## src/rtl/a25_wb_arbiter.sv

```systemverilog
// rtl/a25_wb_arbiter.sv - round-robin two-master Wishbone arbiter with single/4-beat burst sequencing
// Define A25_WB_ARB_TIMEOUT_EN to add a no-ack watchdog that aborts the granted transaction.
module a25_wb_arbiter #(
  parameter int DATA_W         = 128,
  parameter int TIMEOUT_CYCLES = 1000
) (
  input  logic                i_clk,
  input  logic                i_rst,
  input  logic                i_m0_stb,
  input  logic                i_m0_burst,
  input  logic                i_m0_we,
  input  logic [31:0]         i_m0_adr,
  input  logic [DATA_W/8-1:0] i_m0_sel,
  input  logic [DATA_W-1:0]   i_m0_wdat,
  output logic                o_m0_ack,
  output logic                o_m0_err,
  output logic [DATA_W-1:0]   o_m0_rdat,
  input  logic                i_m1_stb,
  input  logic                i_m1_burst,
  input  logic                i_m1_we,
  input  logic [31:0]         i_m1_adr,
  input  logic [DATA_W/8-1:0] i_m1_sel,
  input  logic [DATA_W-1:0]   i_m1_wdat,
  output logic                o_m1_ack,
  output logic                o_m1_err,
  output logic [DATA_W-1:0]   o_m1_rdat,
  output logic                o_wb_cyc,
  output logic                o_wb_stb,
  output logic                o_wb_we,
  output logic [31:0]         o_wb_adr,
  output logic [DATA_W/8-1:0] o_wb_sel,
  output logic [DATA_W-1:0]   o_wb_dat,
  input  logic [DATA_W-1:0]   i_wb_dat,
  input  logic                i_wb_ack,
  input  logic                i_wb_err
);

  typedef enum logic [1:0] {
    ARB_IDLE    = 2'd0,
    ARB_GRANT0  = 2'd1,
    ARB_GRANT1  = 2'd2,
    ARB_RELEASE = 2'd3
  } arb_state_t;

  arb_state_t  state, state_nxt;
  logic        prio;        // 0: m0 wins a tie, 1: m1 wins a tie
  logic [1:0]  beat_cnt;
  logic [1:0]  beat_idx;
  logic        lat_we;
  logic [27:0] lat_adr;
  logic        grant0, grant1;
  logic        granted0, granted1, granted;
  logic        timeout, term_err, beat_ack;

  // Low address nibble is always zero on a 128-bit bus
  logic unused_adr_lo;
  assign unused_adr_lo = ^{i_m0_adr[3:0], i_m1_adr[3:0]};

  assign granted0 = (state == ARB_GRANT0);
  assign granted1 = (state == ARB_GRANT1);
  assign granted  = granted0 | granted1;

`ifdef A25_WB_ARB_TIMEOUT_EN
  localparam int WD_RAW = $clog2(TIMEOUT_CYCLES + 1);
  localparam int WD_W   = (WD_RAW > 10) ? WD_RAW : 10;

  logic [WD_W-1:0] wd_cnt;

  always_ff @(posedge i_clk or posedge i_rst) begin
    if (i_rst) begin
      wd_cnt <= '0;
    end else if (!granted || i_wb_ack) begin
      wd_cnt <= '0;
    end else begin
      wd_cnt <= wd_cnt + 1'b1;
    end
  end

  // Fires in the TIMEOUT_CYCLES-th granted cycle without an ack
  assign timeout = granted && !i_wb_ack && (wd_cnt == WD_W'(TIMEOUT_CYCLES - 1));
`else
  assign timeout = 1'b0;
`endif

  assign term_err = granted & (i_wb_err | timeout);
  assign beat_ack = granted & i_wb_ack & ~i_wb_err;

  always_ff @(posedge i_clk or posedge i_rst) begin
    if (i_rst) begin
      state <= ARB_IDLE;
    end else begin
      state <= state_nxt;
    end
  end

  always_comb begin
    state_nxt = state;
    grant0    = 1'b0;
    grant1    = 1'b0;
    case (state)
      ARB_IDLE: begin
        if (i_m0_stb && (!i_m1_stb || !prio)) begin
          state_nxt = ARB_GRANT0;
          grant0    = 1'b1;
        end else if (i_m1_stb) begin
          state_nxt = ARB_GRANT1;
          grant1    = 1'b1;
        end
      end
      ARB_GRANT0, ARB_GRANT1: begin
        if (term_err || (beat_ack && (beat_cnt == 2'd0))) begin
          state_nxt = ARB_RELEASE;
        end
      end
      ARB_RELEASE: state_nxt = ARB_IDLE;
      default:     state_nxt = ARB_IDLE;
    endcase
  end

  always_ff @(posedge i_clk or posedge i_rst) begin
    if (i_rst) begin
      prio     <= 1'b0;
      beat_cnt <= 2'd0;
      beat_idx <= 2'd0;
      lat_we   <= 1'b0;
      lat_adr  <= 28'd0;
    end else begin
      if (grant0) begin
        lat_we   <= i_m0_we;
        lat_adr  <= i_m0_adr[31:4];
        beat_cnt <= i_m0_burst ? 2'd3 : 2'd0;
        beat_idx <= 2'd0;
      end else if (grant1) begin
        lat_we   <= i_m1_we;
        lat_adr  <= i_m1_adr[31:4];
        beat_cnt <= i_m1_burst ? 2'd3 : 2'd0;
        beat_idx <= 2'd0;
      end else if (beat_ack) begin
        beat_idx <= beat_idx + 2'd1;
        if (beat_cnt != 2'd0) begin
          beat_cnt <= beat_cnt - 2'd1;
        end
      end
      // Hand the tie-break to whichever master was not just served
      if (granted && (state_nxt == ARB_RELEASE)) begin
        prio <= granted0;
      end
    end
  end

  assign o_wb_cyc = granted;
  assign o_wb_stb = granted;
  assign o_wb_we  = granted & lat_we;
  assign o_wb_adr = granted ? {lat_adr + {26'd0, beat_idx}, 4'h0} : 32'd0;
  assign o_wb_sel = granted0 ? i_m0_sel  : (granted1 ? i_m1_sel  : '0);
  assign o_wb_dat = granted0 ? i_m0_wdat : (granted1 ? i_m1_wdat : '0);

  assign o_m0_ack  = granted0 & beat_ack;
  assign o_m1_ack  = granted1 & beat_ack;
  assign o_m0_err  = granted0 & term_err;
  assign o_m1_err  = granted1 & term_err;
  assign o_m0_rdat = granted0 ? i_wb_dat : '0;
  assign o_m1_rdat = granted1 ? i_wb_dat : '0;

endmodule

```

## config.mk

```make
export PLATFORM = sky130hd
export DESIGN_NAME = a25_wb_arbiter
export DESIGN_NICKNAME = d
export VERILOG_FILES = /design/src/rtl/a25_wb_arbiter.sv
export SDC_FILE = /design/constraint.sdc
export NUM_CORES = 1
export LEC_CHECK = 0
export CAP_MARGIN = 10
export CORE_AREA = 2 2 364 366
export DETAILED_ROUTE_END_ITERATION = 8
export DIE_AREA = 0 0 366 368
export HOLD_SLACK_MARGIN = 0.12
export SYNTH_ARGS = -nofsm -noshare
export SYNTH_HDL_FRONTEND = slang
export SYNTH_SLANG_ARGS = --single-unit
```

## constraint.sdc

```tcl
create_clock -name i_clk -period 3.65 [get_ports i_clk]
set_input_delay 1.095 -clock i_clk [delete_from_list [all_inputs] [get_ports i_clk]]
set_output_delay 1.095 -clock i_clk [all_outputs]
set_load 0.02 [all_outputs]
```

Yosys cells after proc, flatten, opt, wreduce, memory -nomap -nowiden
Cells that the tools add are included.

word-level totals
  bits in registers = 36
  input port bits = 490
  output and inout port bits = 439
  logic and storage cells = 67

cells by class
  add/subtract/negate cells = 3
  eq/ne operators = 4
  mux-type cells = 29
  bitwise logic cells = 10
  reductions and logical operators = 15

operators with widths
  operator                                                               count
  128-bit two-way mux                                                    4
  28-bit two-way mux                                                     2
  16-bit two-way mux                                                     2
  32-bit two-way mux                                                     1
  28-bit by 2-bit adder with 28-bit output                               1
  2-bit two-way mux                                                      12
  1-bit AND                                                              8
  1-bit two-way mux                                                      7
  2-bit equality test, second input constant                             3
  2-bit case mux with 3 select lines                                     1
  3-bit nonzero test                                                     2
  2-bit logical NOT                                                      2
  2-bit nonzero test                                                     2
  1-bit logical AND                                                      3
  2-bit by 1-bit adder with 2-bit output, second input constant          1
  2-bit by 1-bit equality test with 1-bit output, second input constant  1
  1-bit logical NOT                                                      2
  1-bit logical OR                                                       2
  2-bit AND reduction                                                    1
  2-bit OR reduction                                                     1
  2-bit by 1-bit subtractor with 2-bit output, second input constant     1
  1-bit NOT                                                              1
  1-bit bitwise OR                                                       1

Longest topological paths before layout
Gate-level depths: netlist (run 1).

  depth in word-level cells = 10
  gate-level depth with buffers = 8

Worst setup path after synthesis (run 1)
No wires, ideal clock.

  path kind = register to output
  start = reg beat_idx[0]
  end = out o_wb_adr[24]
  arrival = 2.251 ns
  path slack = 0.304 ns
  cell stages (with the launch flop) = 8
  buffers on the path = 1
  path through = dfrtp_1 ha_1 fa_1 nand3_2 or3_1 buf_2 or3_1 a21boi_0

between the ends
  cells in the longest elaborated chain, start to end = 2

ends and longest elaborated chain
  item                                      RTL line  text
  start: declaration                        48        logic [1:0] beat_idx;
  start signal: assignment                  139       beat_idx <= beat_idx + 2'd1;
  28-bit by 2-bit adder with 28-bit output  154       assign o_wb_adr = granted ? {lat_adr + {26'd0, beat_idx}, 4'h0} : 32'd0;
  32-bit two-way mux                        154
  end: declaration                          30        output logic [31:0] o_wb_adr,

No other way between the ends.

Worst setup path after layout (run 1)
  start = reg lat_adr[1]
  end = out o_wb_adr[17]

between the ends
  cells in the longest elaborated chain, start to end = 2

ends and longest elaborated chain
  item                                      RTL line  text
  start: declaration                        50        logic [27:0] lat_adr;
  start signal: assignment                  130       lat_adr <= i_m0_adr[31:4];
  start signal: assignment                  135       lat_adr <= i_m1_adr[31:4];
  28-bit by 2-bit adder with 28-bit output  154
  32-bit two-way mux                        154

No other way between the ends.

==> metrics.txt, run 1 <==
status=finished, violations left; violated checks=setup timing; crit path cell chain=ha_4, a21o_1, or4b_4, buf_8, or3_1, a21boi_1, buf_4, buf_12; worst-case reg-to-reg path depth=9; Critical Path AT=2.59 ns; share of cells above drive strength 1=17.8%; Bufs on Longest Clock Path=2; routed len/inst=27.2 µm; # DRC=0; top cell family by delay on the critical path=simple AND/OR/NAND/NOR gates; Die X-Extent=366 µm; vias in the first global route=11700; first-pass GRT wire length=127 mm; Cell Pwr Density=799 nW/µm²; CP bufs+invs=3; max cap viols=0; Setup crit end=o_wb_adr[17]; Detailed Route WL=104 mm; max_slew headroom=49.9%; Initial Utilization=4.83%; GR Util All Layers=14.4%; Crit Path Category=flip-flop to output pin; Worst Setup Start Kind=flip-flop; initial drt markers=695; Final setup viols=1; origin of the worst setup path=lat_adr[1]; worst hold slack=0.511 ns; peak supply drop=0.300 mV; syn avg cell area=5.84 µm²; number of flops mapped to enable cells by yosys=0; Die Area=135000 µm²; yosys warns=0; final core utilization=15.6%; total gr overflow=0; Die Y=368 µm; Yosys reg bits=36; estimated wirelength of the detail-placed design=94.7 mm; r2r setup slk=1.08 ns; Primary FF master, synth=dfrtp_1; largest net degree at the start of global routing=80; RePlAce Congestion=0.929; ranking of synthesized cells by area=and2_1, nand2_1, dfrtp_1; worst-skew pair later-pin latency=0.30 ns; core region area=131000 µm²; TritonRoute pass-1 iters=5; worst setup margin=-0.0397 ns; DR vias=11900; sequential-to-total area share from yosys stat=14.3%; maximum clock frequency=0.271 GHz; num ports=929; initial antenna violation count=69; reg-to-reg endpoint=beat_cnt[0]; H-Tree Depth=2; static leakage=7.99 nW; share of Yosys cell area claimed by the top area cell type=27.9%; Post-DRT Antenna Nets=0; CP required=2.55 ns; Place WS=-0.155 ns; Crit-path slowest cell=or4b_4; crit-path max FO=6; final-report hold violation count=0; Vias/cell=3.13; final-report max-slew violation count=0; PortBufs=916; cts-stage hold buffer count=0; fin crit period=3.69 ns; clk sinks=36; Clock Tree Root=clkbuf_16; Hold Path Class=flip-flop to flip-flop; Critical Path End Type=output pin; Worst Tran Pin Value=0.752 ns; area growth from synthesis to layout=224%; Layout Nets=2552; Post-Syn Area=6310 µm²; Num CTS Buffers=5; clk_skew=0.0102 ns; Max stage delay on crit path=0.52 ns; final period utilization=101%; CTS tree=built; site row count=133; synthesized instance count=1082; post-synth cell types=47; async set or reset register ratio after synthesis=100%; Crit path depth=8; Yosys top cell by area=and2_1; RSZ-0062 raised after global routing=true; clock-pin slew on the worst setup and hold paths=0.06 ns; reg2reg start=state[0]; Setup TNS Final=-0.0397 ns
[worst min-delay path by stage]
stage	from	slack (ns)	endpoint	cells past startpoint
after floorplan	beat_cnt[1]	0.48	beat_cnt[1]	1
after global routing	beat_cnt[1]	0.54	beat_cnt[1]	1
final	beat_cnt[1]	0.51	beat_cnt[1]	1
after global placement	beat_cnt[1]	0.50	beat_cnt[1]	1
after detailed placement	beat_cnt[1]	0.50	beat_cnt[1]	1
after CTS	beat_cnt[1]	0.52	beat_cnt[1]	1
[report_power, final]
group	switching, mW	internal [mW]	leakage [nW]
sequential	0.247	0.602	0.413
combinational	8.16	6.82	7.50
clock	0.198	0.325	0.0805
[repair_timing]
item	CTS	global route
cloned	1	2
gates resized for setup	51	56
setup buffers	4	3
setup endpoints to repair	97	145
pin swaps	3	5
[placed cells by master (no fill, tap or decap), types with 3 or more instances in the layout]
cell type,count
clkdlybuf4s50_1,702
o32ai_1,13
ha_1,3
o21ai_1,20
a21oi_1,3
conb_1,4
or3_1,6
buf_6,3
buf_12,163
inv_1,11
nand2_1,333
buf_4,146
and3_1,3
nor2_1,47
buf_16,5
clkbuf_16,7
a21boi_1,3
dlymetal6s2s_1,26
nand4_1,4
a31oi_1,16
and2_1,279
diode_2,8
nand3_1,6
o21ai_0,126
dlygate4sd2_1,8
xor2_1,15
nor3_2,7
dfrtp_1,35
ha_4,3
o21ai_2,3
xnor2_1,8
[per-layer routing]
metal  share of wire [%]  up-vias  global-route usage [%]
met5                0.44        -                       0
met4                 3.3       74                    3.69
met3                  10      175                    6.25
met2                  45      687                    23.1
met1                  41     5599                    17.7
li1                    -     5411                       -
[state kept, by name, indices dropped and copies added, names as in the netlist]
signal    flops
prio          1
lat_we        1
beat_idx      2
lat_adr      28
state         2
beat_cnt      2
[cells in the mapped netlist, types with 3 or more instances]
master	count
a31oi_1	16
xnor2_1	8
nor3_2	5
nor2_1	47
nand2_1	333
nand3_1	6
buf_1	5
and3_1	3
or3_1	8
nand4_1	4
o32ai_1	13
a21boi_0	3
xor2_1	15
ha_1	7
inv_1	11
clkbuf_1	86
dfrtp_1	36
a21oi_1	3
buf_4	5
and2_1	282
o21ai_0	149
nor2b_1	3
nor3_1	4
[final cells by class]
class | instances | area, µm²
Clock inverter | 3 | 46.3
Clock buffer | 5 | 125
Sequential cell | 36 | 902
Inverter | 11 | 41.3
Tap cell | 1755 | 2200
Antenna cell | 8 | 20.0
Multi-Input combinational cell | 938 | 5060
Fill cell | 14900 | 110000
Timing Repair Buffer | 1062 | 12100
[worst register-to-register path, stage by stage (launching register included)]
cell and delay (ns):
dfrtp_1 0.45, inv_1 0.14, ha_1 0.33, buf_4 0.21, and3b_2 0.31, buf_4 0.17
buf_4 0.14, nor2b_1 0.15, or3_1 0.35, o22a_1 0.21
[metrics by stage]
step / instances / power [mW] / area [µm²]
6_report: 3818 / 16.4 / 20500
5_1_grt: 3815 / 17.3 / 20500
4_1_cts: 3805 / 16.5 / 20200
3_5_place_dp: 3792 / 15.8 / 20000
3_3_place_gp: 3792 / 15.9 / 20000
2_1_floorplan: 1085 / 6.04 / 6320
[kinds of logic after synthesis]
family	synth area share [%]
multiplexers	0.178
AO/OA/AOI/OAI	17.5
adder cells (fa/ha/maj)	1.70
buffers and inverters	7.17
XOR/XNOR	3.19
flip-flops	14.3
AND/OR/NAND/NOR	55.9
other	0.0594
Note: power is estimated with default switching activity, not from simulation.
==> run 2, diff against run 1 <==
Settings changed: CAP_MARGIN 10 to not set.
==> results of run 2 <==
Final layout, timing and power as in run 1 (identical DEF).
==> run 3, diff against run 2 <==
Settings changed: CORE_AREA 2 2 364 366 to 3 3 365 367, CTS_BUF_LIST set to sky130_fd_sc_hd__clkbuf_4 sky130_fd_sc_hd__clkbuf_8 sky130_fd_sc_hd__clkbuf_16, DIE_AREA 0 0 366 368 to 0 0 368 370.
==> run 3 against run 2 <==
Compared with the run above: routed wire length increased by 13%; total power increased by 8.2%; register-to-register slack improved by 0.19 ns; final cell count decreased by 0.42%; sequential cell count unchanged; critical endpoint is now o_wb_adr[18]; global-route usage increased by 1.6 points; maximum frequency increased by 1.4%; design area increased by 2.7%; setup slack improved by 0.051 ns; combinational power increased by 9%; core utilization increased by 0.55 points; the run now ends clean; critical path depth increased by 1; largest power group unchanged.
==> metrics.txt, run 3 (same netlist as run 1, synthesis figures left out) <==
status=complete, no violations; Final setup viols=0; peak supply drop=0.435 mV; Critical Path End Type=output pin; Place WS=-0.331 ns; Die X-Extent=368 µm; Worst Setup Start Kind=flip-flop; first-pass GRT wire length=138 mm; most common cell after layout, fill and taps aside=clkdlybuf4s50_1; clk_skew=0.0106 ns; Initial Utilization=4.86%; worst-skew pair later-pin latency=0.31 ns; TritonRoute pass-1 iters=5; worst setup margin=0.0110 ns; Worst Tran Pin Value=0.613 ns; site row count=132; clk sinks=36; CP required=2.55 ns; final period utilization=99.7%; Cell Pwr Density=842 nW/µm²; final-report hold violation count=0; GR Util All Layers=16.0%; fin crit period=3.64 ns; CTS tree=built; core region area=130000 µm²; Critical Path AT=2.54 ns; area growth from synthesis to layout=233%; H-Tree Depth=2; Die Area=136000 µm²; static leakage=7.89 nW; Fillers=14700; total gr overflow=0; Clock Tree Root=clkbuf_16; Post-DRT Antenna Nets=0; leading cell types in the layout, fill and taps excluded=clkdlybuf4s50_1, nand2_1, and2_1; RePlAce Congestion=0.888; DR vias=11800; max cap viols=0; Die Y=370 µm; RSZ-0062 raised after global routing=true; Layout Nets=2526; clock-pin slew on the worst setup and hold paths=0.07 ns; Num CTS Buffers=5; share of cells above drive strength 1=20.0%; Crit Path Category=flip-flop to output pin; vias in the first global route=11100; final-report max-slew violation count=0; max reg flops=28; largest net degree at the start of global routing=107; Most flops, register=lat_adr; max_slew headroom=59.1%; # DRC=0; crit-path max FO=7; Setup TNS Final=0 ns; Vias/cell=3.11; Hold Path Class=flip-flop to flip-flop; PortBufs=916; Detailed Route WL=117 mm; initial drt markers=864; maximum clock frequency=0.275 GHz; initial antenna violation count=87; Bufs on Longest Clock Path=2; estimated wirelength of the detail-placed design=107 mm; routed len/inst=30.8 µm; cts-stage hold buffer count=0; num ports=929
==> run 3: cell types whose count changed in the layout (fill, tap and decap cells not counted), moves of 3 or more <==
cell / change
diode_2: +23
buf_4: -34
dlygate4sd2_1: -3
dlymetal6s2s_1: -19
o21ai_1: -7
clkbuf_2: +3
o21ai_0: +8
clkdlybuf4s50_1: -40
buf_12: +71
==> run 3: critical path, cell delays in order, from the launching register on <==
cell      delay, ns
dfrtp_1        0.43
ha_4           0.17
fa_2           0.26
nand3_2        0.09
or3_4          0.36
buf_12         0.16
or3_4          0.38
a21boi_2       0.15
buf_4          0.14
buf_12         0.10
==> run 3: path summary, 6_finish.rpt <==
check | to | depth (start not counted) | slack (ns) | from
setup / recovery | o_wb_adr[18] | 9 | 0.01 | lat_adr[0]
hold / removal | beat_cnt[1] | 1 | 0.51 | beat_cnt[1]
setup reg to reg | beat_cnt[0] | 8 | 1.27 | state[0]
hold reg to reg | beat_cnt[1] | 1 | 0.51 | beat_cnt[1]
max in group asynchronous | lat_adr[15] | 3 | 1.97 | i_rst
min in group asynchronous | lat_adr[6] | 3 | 1.24 | i_rst
==> run 3: power breakdown <==
group | internal (mW) | total (mW) | leakage, nW | switching (mW)
Combinational | 7.25 | 16.3 | 7.40 | 9.04
Clock | 0.327 | 0.560 | 0.0806 | 0.234
Sequential | 0.600 | 0.842 | 0.414 | 0.242
Total | 8.18 | 17.7 | 7.89 | 9.52
==> run 3: stage by stage <==
| step | instance area (µm²) | std cells | util [%] | hold slack, ns | total power, mW |
|---|---|---|---|---|---|
| after floorplan | 6320 | 1085 | - | 0.482 | 6.04 |
| after detailed placement | 20400 | 3750 | 15.8 | 0.497 | 17.1 |
| after global routing | 20900 | 3773 | 16.1 | 0.538 | 18.6 |
| after global placement | 20400 | 3750 | 15.8 | 0.503 | 17.1 |
| final | 21000 | 3802 | 16.2 | 0.514 | 17.7 |
| after CTS | 20800 | 3763 | 16.0 | 0.514 | 17.9 |
==> run 3: what timing repair did <==
| action | 4_1_cts | 5_1_grt |
|---|---|---|
| endpoints found under the setup margin | 28 | 74 |
| hold endpoints to repair | 0 | 0 |
| gates resized for setup | 54 | 40 |
| pin swaps | 10 | 6 |
| buffers inserted | 4 | 6 |
| cloned | 1 | 2 |
==> run 3: area by class of cell <==
type,count,area [µm²],area share (%)
Antenna cell,31,77.6,0.369
Clock buffer,5,125,0.595
Clock inverter,3,46.3,0.220
Inverter,11,41.3,0.196
Multi-Input combinational cell,938,5110,24.3
Sequential cell,36,901,4.29
Tap cell,1742,2180,10.4
Timing Repair Buffer,1036,12500,59.7
==> run 3: metal layers <==
metal / GRT usage (%) / vias up / share of wire (%)
met5: 0 / - / 0.43
met4: 2.17 / 74 / 2.0
met3: 8.12 / 147 / 11
met2: 26.2 / 644 / 46
met1: 19.2 / 5549 / 41
li1: - / 5397 / -
